[src/rtl/ucode_pkg.sv]
// Shared opcode, instruction-field and FSM-state definitions for the microcode sequencer.
package ucode_pkg;

  localparam int WORD_W  = 16;
  localparam int SEL_W   = 5;
  localparam int IMM_W   = 8;
  localparam int NUM_OPS = 8;

  localparam int OP_HI  = 15;
  localparam int OP_LO  = 13;
  localparam int SEL_HI = 12;
  localparam int SEL_LO = 8;
  localparam int IMM_HI = 7;
  localparam int IMM_LO = 0;

  typedef enum logic [2:0] {
    OP_NOP  = 3'd0,
    OP_SETA = 3'd1,
    OP_WR   = 3'd2,
    OP_JMP  = 3'd3,
    OP_LDC  = 3'd4,
    OP_DJNZ = 3'd5,
    OP_HALT = 3'd6,
    OP_ILL  = 3'd7
  } opcode_e;

  typedef enum logic [1:0] {
    ST_IDLE  = 2'd0,
    ST_FETCH = 2'd1,
    ST_EXEC  = 2'd2
  } state_e;

  function automatic opcode_e word_op(input logic [WORD_W-1:0] word);
    return opcode_e'(word[OP_HI:OP_LO]);
  endfunction

endpackage

[src/rtl/ucode_dec.sv]
// Microinstruction decoder: splits a ROM word into one-hot opcode flags, sel and imm.
module ucode_dec
  import ucode_pkg::*;
(
  input  logic [WORD_W-1:0]  rom_data,
  output logic [NUM_OPS-1:0] op_oh,
  output logic [SEL_W-1:0]   sel,
  output logic [IMM_W-1:0]   imm
);

  // one flag per opcode; anything unrecognised decodes as illegal
  always_comb begin
    op_oh = {NUM_OPS{1'b0}};
    case (word_op(rom_data))
      OP_NOP:  op_oh[OP_NOP]  = 1'b1;
      OP_SETA: op_oh[OP_SETA] = 1'b1;
      OP_WR:   op_oh[OP_WR]   = 1'b1;
      OP_JMP:  op_oh[OP_JMP]  = 1'b1;
      OP_LDC:  op_oh[OP_LDC]  = 1'b1;
      OP_DJNZ: op_oh[OP_DJNZ] = 1'b1;
      OP_HALT: op_oh[OP_HALT] = 1'b1;
      default: op_oh[OP_ILL]  = 1'b1;
    endcase
  end

  assign sel = rom_data[SEL_HI:SEL_LO];
  assign imm = rom_data[IMM_HI:IMM_LO];

endmodule

[src/rtl/ucode_seq.sv]
// Two-cycle-per-instruction microcode sequencer driving a register-file port.
// Define UCODE_SEQ_LOOP_EN to build the loop counter (LDC / DJNZ); otherwise both run as NOP.
module ucode_seq
  import ucode_pkg::*;
#(
  parameter int ROM_AW = 6,
  parameter int CNT_W  = 8
) (
  input  logic              clk,
  input  logic              rst_n,
  input  logic              start,
  input  logic              abort,
  output logic              busy,
  output logic              done,
  output logic              err,
  output logic [ROM_AW-1:0] rom_addr,
  input  logic [15:0]       rom_data,
  output logic              f_we,
  output logic [4:0]        fsel,
  output logic [7:0]        fin
);

  state_e              state_r;
  logic [ROM_AW-1:0]   pc_r;
  logic [ROM_AW-1:0]   rom_addr_r;
  logic                busy_r;
  logic                done_r;
  logic                err_r;
  logic                f_we_r;
  logic [SEL_W-1:0]    fsel_r;
  logic [IMM_W-1:0]    fin_r;

  logic [NUM_OPS-1:0]  op_oh_s;
  logic [SEL_W-1:0]    sel_s;
  logic [IMM_W-1:0]    imm_s;
  logic [ROM_AW-1:0]   pc_inc_s;
  logic [ROM_AW-1:0]   pc_next_s;
  logic                djnz_taken_s;
  logic                exec_go_s;
  logic                dec_unused_s;

  ucode_dec u_dec (
    .rom_data (rom_data),
    .op_oh    (op_oh_s),
    .sel      (sel_s),
    .imm      (imm_s)
  );

  assign exec_go_s = (state_r == ST_EXEC) && !abort;
  assign pc_inc_s  = pc_r + ROM_AW'(1);

`ifdef UCODE_SEQ_LOOP_EN
  logic [CNT_W-1:0] cnt_r;
  logic [CNT_W-1:0] cnt_dec_s;

  // a zero counter decrements to all-ones, which is nonzero and therefore taken
  assign cnt_dec_s    = cnt_r - CNT_W'(1);
  assign djnz_taken_s = op_oh_s[OP_DJNZ] && (cnt_dec_s != {CNT_W{1'b0}});
  assign dec_unused_s = op_oh_s[OP_NOP];

  // loop counter, only touched by LDC and DJNZ in an un-aborted EXEC
  always_ff @(posedge clk or negedge rst_n) begin
    if (!rst_n) begin
      cnt_r <= {CNT_W{1'b0}};
    end else if (exec_go_s && op_oh_s[OP_LDC]) begin
      cnt_r <= CNT_W'(imm_s);
    end else if (exec_go_s && op_oh_s[OP_DJNZ]) begin
      cnt_r <= cnt_dec_s;
    end
  end
`else
  assign djnz_taken_s = 1'b0;
  assign dec_unused_s = ^{op_oh_s[OP_NOP], op_oh_s[OP_LDC], op_oh_s[OP_DJNZ], imm_s, (CNT_W > 0)};
`endif

  // branch target selection; everything not taken falls through to pc+1
  always_comb begin
    pc_next_s = pc_inc_s;
    if (op_oh_s[OP_JMP] || djnz_taken_s) begin
      pc_next_s = imm_s[ROM_AW-1:0];
    end else begin
      pc_next_s = pc_inc_s;
    end
  end

  // main FSM with registered status and register-file outputs
  always_ff @(posedge clk or negedge rst_n) begin
    if (!rst_n) begin
      state_r    <= ST_IDLE;
      pc_r       <= {ROM_AW{1'b0}};
      rom_addr_r <= {ROM_AW{1'b0}};
      busy_r     <= 1'b0;
      done_r     <= 1'b0;
      err_r      <= 1'b0;
      f_we_r     <= 1'b1;
      fsel_r     <= {SEL_W{1'b0}};
      fin_r      <= {IMM_W{1'b0}};
    end else begin
      done_r <= 1'b0;
      f_we_r <= 1'b1;
      if (abort) begin
        // abort beats any WR being decoded this cycle
        done_r  <= (state_r != ST_IDLE);
        state_r <= ST_IDLE;
        busy_r  <= 1'b0;
      end else begin
        case (state_r)
          ST_IDLE: begin
            if (start) begin
              pc_r       <= {ROM_AW{1'b0}};
              rom_addr_r <= {ROM_AW{1'b0}};
              err_r      <= 1'b0;
              busy_r     <= 1'b1;
              state_r    <= ST_FETCH;
            end
          end
          ST_FETCH: begin
            state_r <= ST_EXEC;
          end
          ST_EXEC: begin
            if (op_oh_s[OP_HALT] || op_oh_s[OP_ILL]) begin
              err_r   <= op_oh_s[OP_ILL];
              done_r  <= 1'b1;
              busy_r  <= 1'b0;
              state_r <= ST_IDLE;
            end else begin
              if (op_oh_s[OP_SETA]) begin
                fsel_r <= sel_s;
              end
              if (op_oh_s[OP_WR]) begin
                f_we_r <= 1'b0;
                fin_r  <= imm_s;
              end
              pc_r       <= pc_next_s;
              rom_addr_r <= pc_next_s;
              state_r    <= ST_FETCH;
            end
          end
          default: begin
            busy_r  <= 1'b0;
            state_r <= ST_IDLE;
          end
        endcase
      end
    end
  end

  assign busy     = busy_r;
  assign done     = done_r;
  assign err      = err_r;
  assign rom_addr = rom_addr_r;
  assign f_we     = f_we_r;
  assign fsel     = fsel_r;
  assign fin      = fin_r;

endmodule

[config.mk]
export PLATFORM = sky130hd
export DESIGN_NAME = ucode_seq
export DESIGN_NICKNAME = d
export VERILOG_FILES = /design/src/rtl/ucode_pkg.sv /design/src/rtl/ucode_dec.sv /design/src/rtl/ucode_seq.sv
export SDC_FILE = /design/constraint.sdc
export NUM_CORES = 1
export LEC_CHECK = 0
export BUFFER_PORTS_ARGS = -buffer_cell sky130_fd_sc_hd__buf_2
export CELL_PAD_IN_SITES_DETAIL_PLACEMENT = 0
export CELL_PAD_IN_SITES_GLOBAL_PLACEMENT = 1
export CORE_MARGIN = 5
export CORE_UTILIZATION = 35
export CTS_CLUSTER_SIZE = 40
export DETAILED_ROUTE_END_ITERATION = 6
export PLACE_DENSITY = 0.74
export SETUP_SLACK_MARGIN = 0.2
export SYNTH_ARGS = -nofsm -noshare
export SYNTH_HDL_FRONTEND = slang
export SYNTH_SLANG_ARGS = --single-unit
[constraint.sdc]
create_clock -name clk -period 3.31 [get_ports clk]
set_input_delay 0.331 -clock clk [delete_from_list [all_inputs] [get_ports clk]]
set_output_delay 0.331 -clock clk [all_outputs]
set_load 0.05 [all_outputs]
==> metrics list, run 1 <==
* Tightest hold margin: -0.0133 ns
* Post-layout util: 45.8%
- Synthesis produced a netlist with a net count of 116.
* Routability-driven placement congestion ratio: 0.809
* Final setup viols: 0
* Slew at the pin closest to its max-slew limit: 0.548 ns
- Starting utilization of the core area: 36.8%
* Violated checks: negative hold slack
- Number of global-route vias before repair: 956
- Worst setup path category: flip-flop to flip-flop
- Fmax: 0.663 GHz
- The tightest min-delay check is of the input port to asynchronous set/reset pin type.
* Clock slew at reported path FFs: 0.13 ns
- The final hold violation count came to 24.
- Number of sinks driven by the clock tree: 25
* H-tree depth reported by CTS: 1
- The initial antenna violation count is 0.
- Entering global routing, the biggest net connects 26 pins.
- Buffers inserted during clock tree synthesis total 3.
- Headroom to the max-slew limit came out at 63.5%.
- Antenna Violating Nets Remaining: 0
* DRT iter0 DRCs: 37
- The number of antenna diodes in the final layout is 0.
* Portion of total power attributed to sequential cells: 52.7%
- Power dissipated by switching net loads: 229 µW
- Max FO, Critical Path: 9
- IR analysis of the VDD net gives a maximum drop of 0.000178 V.
- Combinational cells account for 27.1% of the total power.
- Global routing used 12.3% of the available tracks.
- Minimum period implied by the final worst setup slack: 1.51 ns
* Number of instances in the synthesized netlist: 95
* Run status: finished with violations
* Number of optimization iterations in the first detailed-route pass: 4
* Most common cell after layout, fill and taps aside: sky130_fd_sc_hd__buf_2
- The final route contains 919 vias.
* Area growth from synthesis to layout: 24.6%
- For this run, the post-layout net count is 162.
- TritonCTS built the clock tree.
- In this run, post-CTS repair resized a total of 0 instances.
* Setup Fix Bufs, Post-CTS: 0
* First-pass GRT wire length: 4240 µm
- In the final layout, the share of cells above drive strength 1 is 44.3%.
* Cell at the root of the clock tree: sky130_fd_sc_hd__clkbuf_4
- Data on the critical path is required at its endpoint by 3.52 ns.
* Commonest non-fill, non-tap cells in the layout: 42 x sky130_fd_sc_hd__buf_2, 24 x sky130_fd_sc_hd__dfrtp_1, 13 x sky130_fd_sc_hd__mux2_2, 7 x sky130_fd_sc_hd__nand2_1, 7 x sky130_fd_sc_hd__o21ai_0
* IO Count: 43
- Across the run, the number of max-cap violations was 0.
- The total count of max-transition violations in the final report was 0.
* Number of buffers inserted for hold repair after clock tree synthesis: 0
- Among all flip-flop cells after synthesis, the most frequent one is sky130_fd_sc_hd__dfrtp_1.
* Fin crit share: 45.6%
- Mean number of vias per cell: 4.99
- Dividing the synthesized area by the synthesized cell count gives 12.0 µm².
- Summed over all layers, the global routing overflow is 0.
- During placement, the flow inserted port buffers numbering 42.
- Of all cell types, the one taking the most synthesized area is sky130_fd_sc_hd__dfrtp_1.
- Count of flip-flops with a built-in enable after synthesis: 0
- Proportion of total power due to net switching: 34.9%
- Yosys warns: 0
- Number of storage elements in the synthesis netlist: 25
- Post-synthesis cell area: 0.00114 mm²
* RSZ-0062 raised after global routing: false
- Die span in y: 67.1 µm
* Startpoint class of the critical path: flip-flop
- Internal power: 427 µW
* Detailed placer's ending HPWL: 1960 µm
- Portion of the post-synthesis area used by sequential elements: 54.9%
* Element type at the critical path end: flip-flop
- After detailed routing, the number of remaining DRC violations is 0.
- The clock reaches the later pin of the worst-skew pair after 0.31 ns.
- For this design the ratio of total power to cell area is 462 mW/mm².
- Arrival time worst endpoint: 1.72 ns
- Routed WL: 2480 µm
- The analysis attributes to cell leakage a power of 0.000739 µW.
* Width of the die: 67.1 µm
- Floorplan row count: 20
- Ranked by total cell area, the synthesized netlist is headed by sky130_fd_sc_hd__dfrtp_1 53%, sky130_fd_sc_hd__mux2_2 13%, sky130_fd_sc_hd__o21ai_0 3.1%.
- Largest buffer count on any clock path: 2
- Clk network pwr share: 20.2%
- The die covers 0.00450 mm².
- Setup clock skew after layout: 0.00108 ns
* Number of unique standard cell types used by synthesis: 29
* Routed wire length per instance: 13.5 µm
- Setup TNS Final: 0 ns
- Share of the synthesized area in the top cell type: 52.6%
- Floorplan core area: 0.00310 mm²
- Share of async-settable or async-resettable flops after synthesis: 100%
[registers in the layout, summed over array words and instances, names as in the netlist]
signal	flops
f_we	1
done	1
state_r	2
err	1
fin	8
fsel	5
rom_addr	6
busy	1
[per-layer routing]
metal | global-route usage [%] | wire (µm)
met5 | 0 | 0
met4 | 3.04 | 0
met1 | 15.3 | 1100
met3 | 3.04 | 149
met2 | 21.1 | 1220
[cell usage after synthesis, types with 2 or more instances]
| cell type | n |
|---|---|
| sky130_fd_sc_hd__dfrtp_1 | 24 |
| sky130_fd_sc_hd__nor2_1 | 5 |
| sky130_fd_sc_hd__a21oi_1 | 4 |
| sky130_fd_sc_hd__o22ai_1 | 2 |
| sky130_fd_sc_hd__mux2_2 | 13 |
| sky130_fd_sc_hd__inv_1 | 3 |
| sky130_fd_sc_hd__o21ai_0 | 7 |
| sky130_fd_sc_hd__nor3_1 | 2 |
| sky130_fd_sc_hd__o2bb2ai_1 | 3 |
| sky130_fd_sc_hd__nand2_1 | 7 |
| sky130_fd_sc_hd__nand3_1 | 6 |
| sky130_fd_sc_hd__a32o_1 | 2 |
[power groups by stage]
stage               Clock [µW]  Sequential, µW  Combinational (µW)
floorplan                    0             436                40.7
finish                     133             346                 178
global placement             0             351                 178
detailed placement           0             353                 180
global route               162             351                 189
CTS                        140             347                 180
[metrics by stage]
step	setup WS, ns	hold WS (ns)	area [µm²]	cells	total power (µW)
finish	1.80	-0.0133	1420	184	656
global route	1.70	0.00776	1420	184	702
CTS	1.79	0.00179	1420	184	667
detailed placement	1.80	0.358	1400	180	532
global placement	1.81	0.352	1400	180	529
floorplan	1.86	0.0354	1140	95	477
[final timing paths]
path	from	endpoint	slack, ns	depth (start not counted)
worst min register to register	fin[0]	fin[0]	0.51	1
worst min-delay path	rst_n	fin[5]	-0.01	1
worst max-delay path	state_r[1]	fin[5]	1.80	3
worst max register to register	state_r[1]	fin[5]	1.80	3
max in group asynchronous	rst_n	f_we	2.95	1
min in group clk	rom_data[8]	fsel[0]	0.24	2
[area by class of cell]
| type | instances | area, µm² |
|---|---|---|
| Tap cell | 44 | 55.1 |
| Timing Repair Buffer | 42 | 210 |
| Fill cell | 317 | 1680 |
| Sequential cell | 25 | 627 |
| Multi-Input combinational cell | 66 | 492 |
| Clock buffer | 4 | 26.3 |
| Inverter | 3 | 11.3 |
[critical path, cell delays in order (launching register included)]
cell and delay [ns]:
sky130_fd_sc_hd__dfrtp_1 0.48, sky130_fd_sc_hd__nor3b_4 0.44, sky130_fd_sc_hd__nand2_4 0.17, sky130_fd_sc_hd__mux2_2 0.31
[kinds of logic (layout without fill, tap and decap cells)]
logic type | count (synthesis) | after routing | share of synthesized area [%]
AO/OA/AOI/OAI | 22 | 22 | 13.0
flip-flops | 25 | 25 | 54.9
buffers and inverters | 4 | 49 | 1.97
adder cells (fa/ha/maj) | 1 | 1 | 1.10
multiplexers | 14 | 14 | 13.7
AND/OR/NAND/NOR | 29 | 29 | 15.2
Power figures use the tool's default switching activity.
==> run 2, diff against run 1 <==
ABC_AREA = 1   (was default)
PLACE_DENSITY = 0.76   (was 0.74)
clock period = 1.5 ns   (was 3.31 ns; I/O delays follow)
==> metrics list, run 2 <==
- Routed WL: 2820 µm (was 2480 µm)
- Number of optimization iterations in the first detailed-route pass: 4 (unchanged)
- The relative max-transition margin was 62.8% (was 63.5%).
- The least setup slack across all paths after layout is 0.258 ns (was 1.80 ns).
- Worst hold path class: input port to flip-flop (was input port to asynchronous set/reset pin)
* Commonest non-fill, non-tap cells in the layout: 47 x sky130_fd_sc_hd__nand2_1, 40 x sky130_fd_sc_hd__buf_2, 21 x sky130_fd_sc_hd__dfrtp_1, 20 x sky130_fd_sc_hd__inv_1, 14 x sky130_fd_sc_hd__nand3_1 (was 42 x sky130_fd_sc_hd__buf_2, 24 x sky130_fd_sc_hd__dfrtp_1, 13 x sky130_fd_sc_hd__mux2_2, 7 x sky130_fd_sc_hd__nand2_1, 7 x sky130_fd_sc_hd__o21ai_0)
* Leading area contributor after synthesis: sky130_fd_sc_hd__dfrtp_1 (unchanged)
* Area growth from synthesis to layout: 25.4% (was 24.6%)
- Post-Synthesis Net Count: 167 (was 116)
- The leakage power summed over all cells is 0.000899 µW (was 0.000739 µW).
- Cell type group with the largest total delay on the critical path: flip-flops (was simple AND/OR/NAND/NOR gates)
- The starting density of the core came to 36.7% (was 36.8%).
* Portion of the post-synthesis area used by sequential elements: 50.4% (was 54.9%)
- DP Cell Count: 233 (was 180)
- The number of flip-flops in the largest register is 8 (unchanged).
* Die span in y: 69.6 µm (was 67.1 µm)
* Antenna Violating Nets Remaining: 0 (unchanged)
- Most common cell after layout, fill and taps aside: sky130_fd_sc_hd__nand2_1 (was sky130_fd_sc_hd__buf_2)
- Top cells by area in the synthesized netlist: sky130_fd_sc_hd__dfrtp_1 48%, sky130_fd_sc_hd__nand2_1 14%, sky130_fd_sc_hd__inv_1 6.0% (was sky130_fd_sc_hd__dfrtp_1 53%, sky130_fd_sc_hd__mux2_2 13%, sky130_fd_sc_hd__o21ai_0 3.1%).
* Worst vdd rail ir drop: 0.000464 V (was 0.000178 V)
- Clk_lat worst skew: 0.32 ns (was 0.31 ns)
- Die Outline Area: 0.00485 mm² (was 0.00450 mm²)
- The mean routed wirelength per cell was 11.8 µm (was 13.5 µm).
* Total met3 wirelength after detailed routing: 198 µm (was 149 µm)
- The total met2 wirelength after detailed routing came to 1340 µm (was 1220 µm).
- The buffer cell driving the clock tree root was sky130_fd_sc_hd__clkbuf_4 (unchanged).
* Detailed placer's ending HPWL: 2160 µm (was 1960 µm)
- The unique cell type count in the Yosys netlist was 24 (was 29).
* GRT Residual Overflow: 0 (unchanged)
* Cell Pwr Density: 986 mW/mm² (was 462 mW/mm²)
* Number of antenna violations at the first check in global routing: 0 (unchanged)
* Max incr delay on CP: 0.55 ns (was 0.48 ns)
* M1 wire length: 1270 µm (was 1100 µm)
* Topmost layer with routed signal wires: met4 (was met3)
- Maximum Capacitance Violations: 0 (unchanged)
- Final layout net count: 215 (was 162)
* Worst setup slack before clock tree synthesis: 0.270 ns (was 1.80 ns)
- Routability-driven placement congestion ratio: 0.833 (was 0.809)
* Max FO, Critical Path: 1 (was 9)
* Share of async-settable or async-resettable flops after synthesis: 100% (unchanged)
- Count of buffers inserted at the top-level ports: 42 (unchanged)
- The cell area after technology mapping was 0.00124 mm² (was 0.00114 mm²).
- Slew at the pin closest to its max-slew limit: 0.559 ns (was 0.548 ns)
* Fmax: 0.805 GHz
* Width of the die: 69.6 µm (was 67.1 µm)
- Startpoint class of the critical path: flip-flop (unchanged)
* First-pass GRT wire length: 5000 µm (was 4240 µm)
- Number of global-route vias before repair: 1132 (was 956)
- The number of violations reported at the end of detailed-routing iteration 0 is 98 (was 37).
- Crit-path cells: clkbuf_4 (was nor3b_4, nand2_4, mux2_2)
* Most used flip-flop cell after synthesis: sky130_fd_sc_hd__dfrtp_1 (unchanged)
- Most used standard cell by instance count after synthesis: sky130_fd_sc_hd__nand2_1 (was sky130_fd_sc_hd__dfrtp_1)
- Minimum period implied by the final worst setup slack: 1.24 ns
* Number of sinks driven by the clock tree: 25 (unchanged)
- CTS tree: built (unchanged)
- Number of buffers created by CTS: 3 (unchanged)
- The critical path capture point type is an output port (was flip-flop).
* Number of hold violations in the final report: 0 (was 24)
* Yosys warns: 0 (unchanged)
* Largest buffer count on any clock path: 2 (unchanged)
- Worst EP required: 1.35 ns (was 3.52 ns)
- Largest net degree at the start of global routing: 26 (unchanged)
* Average cell area after synthesis: 8.53 µm² (was 12.0 µm²)
- The setup skew after layout is 0.00526 ns (was 0.00108 ns).
- Run status: finished clean (was finished with violations).
- The count of antenna diodes in the layout is 0 (unchanged).
- RSZ-0062 raised after global routing: true (was false)
- The global-route total usage across every layer was 12.4% (was 12.3%).
* Filler-free cell count of the finished design: 239 (was 184)
- Floorplan row count: 21 (was 20)
- Setup TNS Final: 0 ns (unchanged)
- Worst setup path category: flip-flop to output port (was flip-flop to flip-flop)
* Final slew viol count: 0 (unchanged)
- Ranking of synthesized cells by instance count: 47 x sky130_fd_sc_hd__nand2_1, 24 x sky130_fd_sc_hd__dfrtp_1, 20 x sky130_fd_sc_hd__inv_1 (was 24 x sky130_fd_sc_hd__dfrtp_1, 13 x sky130_fd_sc_hd__mux2_2, 7 x sky130_fd_sc_hd__nand2_1, 7 x sky130_fd_sc_hd__o21ai_0, 6 x sky130_fd_sc_hd__nand3_1)
- The top-level I/O count was 43 (unchanged).
- Number of instances in the synthesized netlist: 146 (was 95)
- The count of state elements after synthesis came to 25 (unchanged).
* DRC Markers: 0 (unchanged)
* Count of flip-flops with a built-in enable after synthesis: 0 (unchanged)
- The depth of the CTS H-tree came to 1 (unchanged).
* Final setup viols: 0 (unchanged)
- Floorplan core area: 0.00339 mm² (was 0.00310 mm²)
* Buffers & Inverters on Critical Path: 1 (was 0)
* Arrival time worst endpoint: 1.09 ns (was 1.72 ns)
- Mean number of vias per cell: 4.59 (was 4.99)
* Crit-path slowest cell: sky130_fd_sc_hd__dfstp_2 (was sky130_fd_sc_hd__dfrtp_1)
- Fin crit share: 82.8%
- The vias after detailed routing is 1098 (was 919).
- The clock-pin slew of the registers on the worst-case setup and hold paths was 0.15 ns (was 0.13 ns).
- Layout cells sized above 1: 35.2% (was 44.3%)
* Share of the synthesized area in the top cell type: 48.2% (was 52.6%)
-- run 2: cell families after synthesis --
logic type      after synthesis  share of synthesized area [%]
fa+ha+maj                     1                           1.00
buf+inv                      23                           7.64
flops                        25                           50.4
xor+xnor                      2                           1.41
simple gates                 77                           29.7
compound gates               18                           9.85
-- run 2: per-layer routing --
| metal | global-route usage, % | vias up |
|---|---|---|
| li1 | - | 558 |
| met1 | 16.7 | 498 |
| met2 | 20.1 | 40 |
| met3 | 2.46 | 2 |
| met4 | 3.83 | 0 |
| met5 | 0 | - |
-- run 2: power by group --
group	total [µW]	switching, µW	internal [µW]
combinational	449	336	113
sequential	775	40.8	734
clock	316	214	102
-- run 2: path summary, 6_finish.rpt --
kind                                  start           to  slack, ns  cells after the start
worst max register to register   state_r[1]      fsel[2]       0.30                      7
worst min-delay path            rom_data[9]      fsel[1]       0.04                      3
min in group asynchronous             rst_n       fin[6]       0.33                      2
max in group asynchronous             rst_n  rom_addr[0]       0.77                      2
worst min register to register      fsel[3]      fsel[3]       0.49                      2
worst max-delay path                   f_we         f_we       0.26                      1
-- run 2: cell type report --
type	instances	area (µm²)
clock inverter	1	7.51
timing repair buffer	44	233
multi-input combinational	98	523
inverter	22	87.6
fill	352	1830
sequential	25	631
tap	46	57.6
clock buffer	3	22.5
-- run 2: what timing repair did --
item | in CTS | in global routing
hold endpoints to repair | 24 | 0
setup buffers | 0 | 1
hold buffers | 1 | 0
gates resized for setup | 0 | 4
endpoints found under the setup margin | 0 | 13
-- run 2: metrics by stage --
stage / hold WS [ns] / utilization [%] / cell area [µm²] / power [µW]
detailed placement: 0.182 / 44.4 / 1510 / 1240
floorplan: -0.146 / - / 1250 / 1100
CTS: 0.0365 / 45.6 / 1550 / 1560
global placement: 0.173 / 44.4 / 1510 / 1230
finish: 0.0420 / 46.1 / 1560 / 1540
global route: 0.0364 / 46.1 / 1560 / 1630
==> run 3, diff against run 2 <==
CORE_UTILIZATION = 32   (was 35)
PLACE_DENSITY = 0.74   (was 0.76)
clock period = 1 ns   (was 1.5 ns; I/O delays follow)
==> metrics list, run 3 (synthesis results as in run 2) <==
- The leakage power summed over all cells is 0.00110 µW (was 0.000899 µW).
* Routed WL: 3590 µm (was 2820 µm)
- Die span in y: 72.4 µm (was 69.6 µm)
* Routability-driven placement congestion ratio: 0.858 (was 0.833)
- Proportion of total power due to net switching: 35.7% (was 38.3%)
- The clock group share of total power came to 21.9% (was 20.5%).
- The highest-delay cell along the critical path is sky130_fd_sc_hd__dfrtp_1 (was sky130_fd_sc_hd__dfstp_2).
- The width of the die came to 72.4 µm (was 69.6 µm).
- Slew at the pin closest to its max-slew limit: 0.564 ns (was 0.559 ns)
* Commonest non-fill, non-tap cells in the layout: 42 x sky130_fd_sc_hd__nand2_1, 24 x sky130_fd_sc_hd__buf_6, 19 x sky130_fd_sc_hd__dfrtp_1, 19 x sky130_fd_sc_hd__buf_2, 19 x sky130_fd_sc_hd__buf_4 (was 47 x sky130_fd_sc_hd__nand2_1, 40 x sky130_fd_sc_hd__buf_2, 21 x sky130_fd_sc_hd__dfrtp_1, 20 x sky130_fd_sc_hd__inv_1, 14 x sky130_fd_sc_hd__nand3_1)
- The count of endpoints failing setup in the final report is 27 (was 0).
- Clock slew at reported path FFs: 0.09 ns (was 0.15 ns)
* Area of combinational cells with multiple inputs: 627 µm² (was 523 µm²)
- DP Cell Count: 248 (was 233)
- The filler-free cell count of the finished design came to 271 (was 239).
- Largest buffer count on any clock path: 2 (unchanged)
* Worst hold path class: input port to flip-flop (unchanged)
* Clk_lat worst skew: 0.27 ns (was 0.32 ns)
- Antenna Violating Nets Remaining: 0 (unchanged)
- Most common cell after layout, fill and taps aside: sky130_fd_sc_hd__nand2_1 (unchanged)
- The placeable core region is 0.00372 mm² (was 0.00339 mm²).
- Max incr delay on CP: 0.43 ns (was 0.55 ns)
- Number of optimization iterations in the first detailed-route pass: 4 (unchanged)
* DRT iter0 DRCs: 56 (was 98)
- Setup clock skew after layout: 0.00419 ns (was 0.00526 ns)
* Cell Pwr Density: 1320 mW/mm² (was 986 mW/mm²)
- Power Total: 2810 µW (was 1540 µW)
- Worst EP required: 1.17 ns (was 1.35 ns)
* Number of hold violations in the final report: 0 (unchanged)
- The relative max-transition margin is 62.2% (was 62.8%).
* Element type at the critical path end: flip-flop (was output port)
* Routed wire length per instance: 13.3 µm (was 11.8 µm)
- Number of sinks driven by the clock tree: 25 (unchanged)
- Floorplan row count: 22 (was 21)
* Via total after detailed routing: 1268 (was 1098)
- The least setup slack across all paths after layout is -0.206 ns (was 0.258 ns).
- The initial antenna violation count was 0 (unchanged).
- Fmax: 0.829 GHz
* Buffers & Inverters on Critical Path: 1 (unchanged)
- The combinational share of power came to 36.0% (was 29.2%).
- Portion of total power attributed to sequential cells: 42.1% (was 50.3%)
- H-tree depth reported by CTS: 1 (unchanged)
* Worst setup path category: flip-flop to flip-flop (was flip-flop to output port)
* Number of flip-flops in the largest register: 8 (unchanged)
- Fin crit share: 121%
- The peak ir drop on the vdd network came to 0.000772 V (was 0.000464 V).
- The global-route total usage across every layer was 14.9% (was 12.4%).
* Number of global-route vias before repair: 1358 (was 1132)
- The total CTS buffers came to 3 (unchanged).
- Area growth from synthesis to layout: 70.5% (was 25.4%)
- The switching power was 1000 µW (was 590 µW).
- Maximum Capacitance Violations: 0 (unchanged)
* Count of buffers inserted at the top-level ports: 42 (unchanged)
- Crit-path cells: nor2_4, nand3_4, clkinv_4, nand2_8, nand2_2, nand2_1 (was clkbuf_4).
- Violated checks: negative setup slack
- The number of nets in the layout was 245 (was 215).
* Detailed placer's ending HPWL: 2520 µm (was 2160 µm)
- GRT Residual Overflow: 0 (unchanged)
- The number of fill cells in the layout was 346 (was 352).
- IO Count: 43 (unchanged)
* DRC Markers: 0 (unchanged)
* Minimum period implied by the final worst setup slack: 1.21 ns
- The die area is 0.00524 mm² (was 0.00485 mm²).
- The TritonCTS clock tree was built (unchanged).
- The total count of max-transition violations in the final report is 0 (unchanged).
- The pin count of the biggest net entering global routing was 15 (was 26).
* First-pass GRT wire length: 6220 µm (was 5000 µm)
* Cell type group with the largest total delay on the critical path: simple AND/OR/NAND/NOR gates (was flip-flops)
- Cell at the root of the clock tree: sky130_fd_sc_hd__clkbuf_8 (was sky130_fd_sc_hd__clkbuf_4)
- Startpoint class of the critical path: flip-flop (unchanged)
- The average vias per placed instance was 4.68 (was 4.59).
* Final antenna diode count: 0 (unchanged)
- The maximum fanout along the worst path came to 8 (was 1).
- Sequential Area: 633 µm² (was 631 µm²)
* Layout cells sized above 1: 49.8% (was 35.2%)
* Arrival time worst endpoint: 1.38 ns (was 1.09 ns)
- Run status: finished with violations (was finished clean).
- The starting density of the core is 33.5% (was 36.7%).
* RSZ-0062 raised after global routing: true (unchanged)
* Internal power: 1810 µW (was 949 µW)
-- run 3: cell count changes in the layout (fill, tap and decap cells not counted), sizes merged --
| cell | delta |
|---|---|
| buf | +30 |
| clkbuf | -2 |
| clkinv | +2 |
| nand3 | +2 |
| clkinvlp | -1 |
| inv | -1 |
-- run 3: worst min-delay path: cells and delay by family --
family / cells / cell delay (ns)
AND/OR/NAND/NOR: 2 / 0.12
buffers and inverters: 1 / 0.07
-- run 3: power groups by stage --
stage / sequential, µW / clock (µW) / combinational (µW)
2_1_floorplan: 1480 / 0 / 194
3_3_place_gp: 1180 / 0 / 746
3_5_place_dp: 1180 / 0 / 761
4_1_cts: 1180 / 626 / 995
5_1_grt: 1190 / 671 / 1080
6_report: 1180 / 616 / 1010
-- run 3: per-layer routing --
metal | GRT usage (%) | vias up | routed length (µm)
met5 | 0 | - | 0
met4 | 5.53 | 0 | 70
met3 | 2.49 | 7 | 146
met2 | 24.9 | 32 | 1750
met1 | 19.4 | 604 | 1630
li1 | - | 625 | -
-- run 3: final timing paths --
kind | slack (ns) | to | from | depth (start not counted)
setup / recovery | -0.21 | fsel[0] | state_r[0] | 6
hold / removal | 0.05 | fsel[1] | rom_data[9] | 3
setup reg to reg | -0.21 | fsel[0] | state_r[0] | 6
hold reg to reg | 0.52 | busy | busy | 2
max in group asynchronous | 0.29 | f_we | rst_n | 3
min in group asynchronous | 0.24 | err | rst_n | 2
-- run 3: timing repair --
action / in CTS / in global routing
pin swaps: 6 / 3
setup endpoints to repair: 48 / 48
cloned: 2 / 0
endpoints found under the hold margin: 15 / 0
hold buffers: 1 / 0
gates resized for setup: 66 / 9
setup buffers: 14 / 2
-- run 3: stage by stage --
| stage | hold slack [ns] | utilization [%] | cell area, µm² | setup TNS [ns] | setup WS, ns |
|---|---|---|---|---|---|
| 6_report | 0.0521 | 57.1 | 2120 | -4.12 | -0.206 |
| 3_5_place_dp | 0.0175 | 44.8 | 1670 | -3.36 | -0.183 |
| 5_1_grt | 0.0557 | 57.1 | 2120 | -6.09 | -0.285 |
| 4_1_cts | 0.0577 | 55.9 | 2080 | -3.40 | -0.171 |
| 3_3_place_gp | 0.00621 | 44.8 | 1670 | -2.34 | -0.135 |
| 2_1_floorplan | -0.196 | - | 1280 | -1.43 | -0.152 |
-- run 3: final cells by class --
class	instances	share of cell area, %
Sequential cell	25	29.8
Inverter	22	4.13
Clock buffer	3	1.95
Tap cell	48	2.83
Multi-Input combinational cell	100	29.5
Clock inverter	1	0.236
Timing Repair Buffer	72	31.5
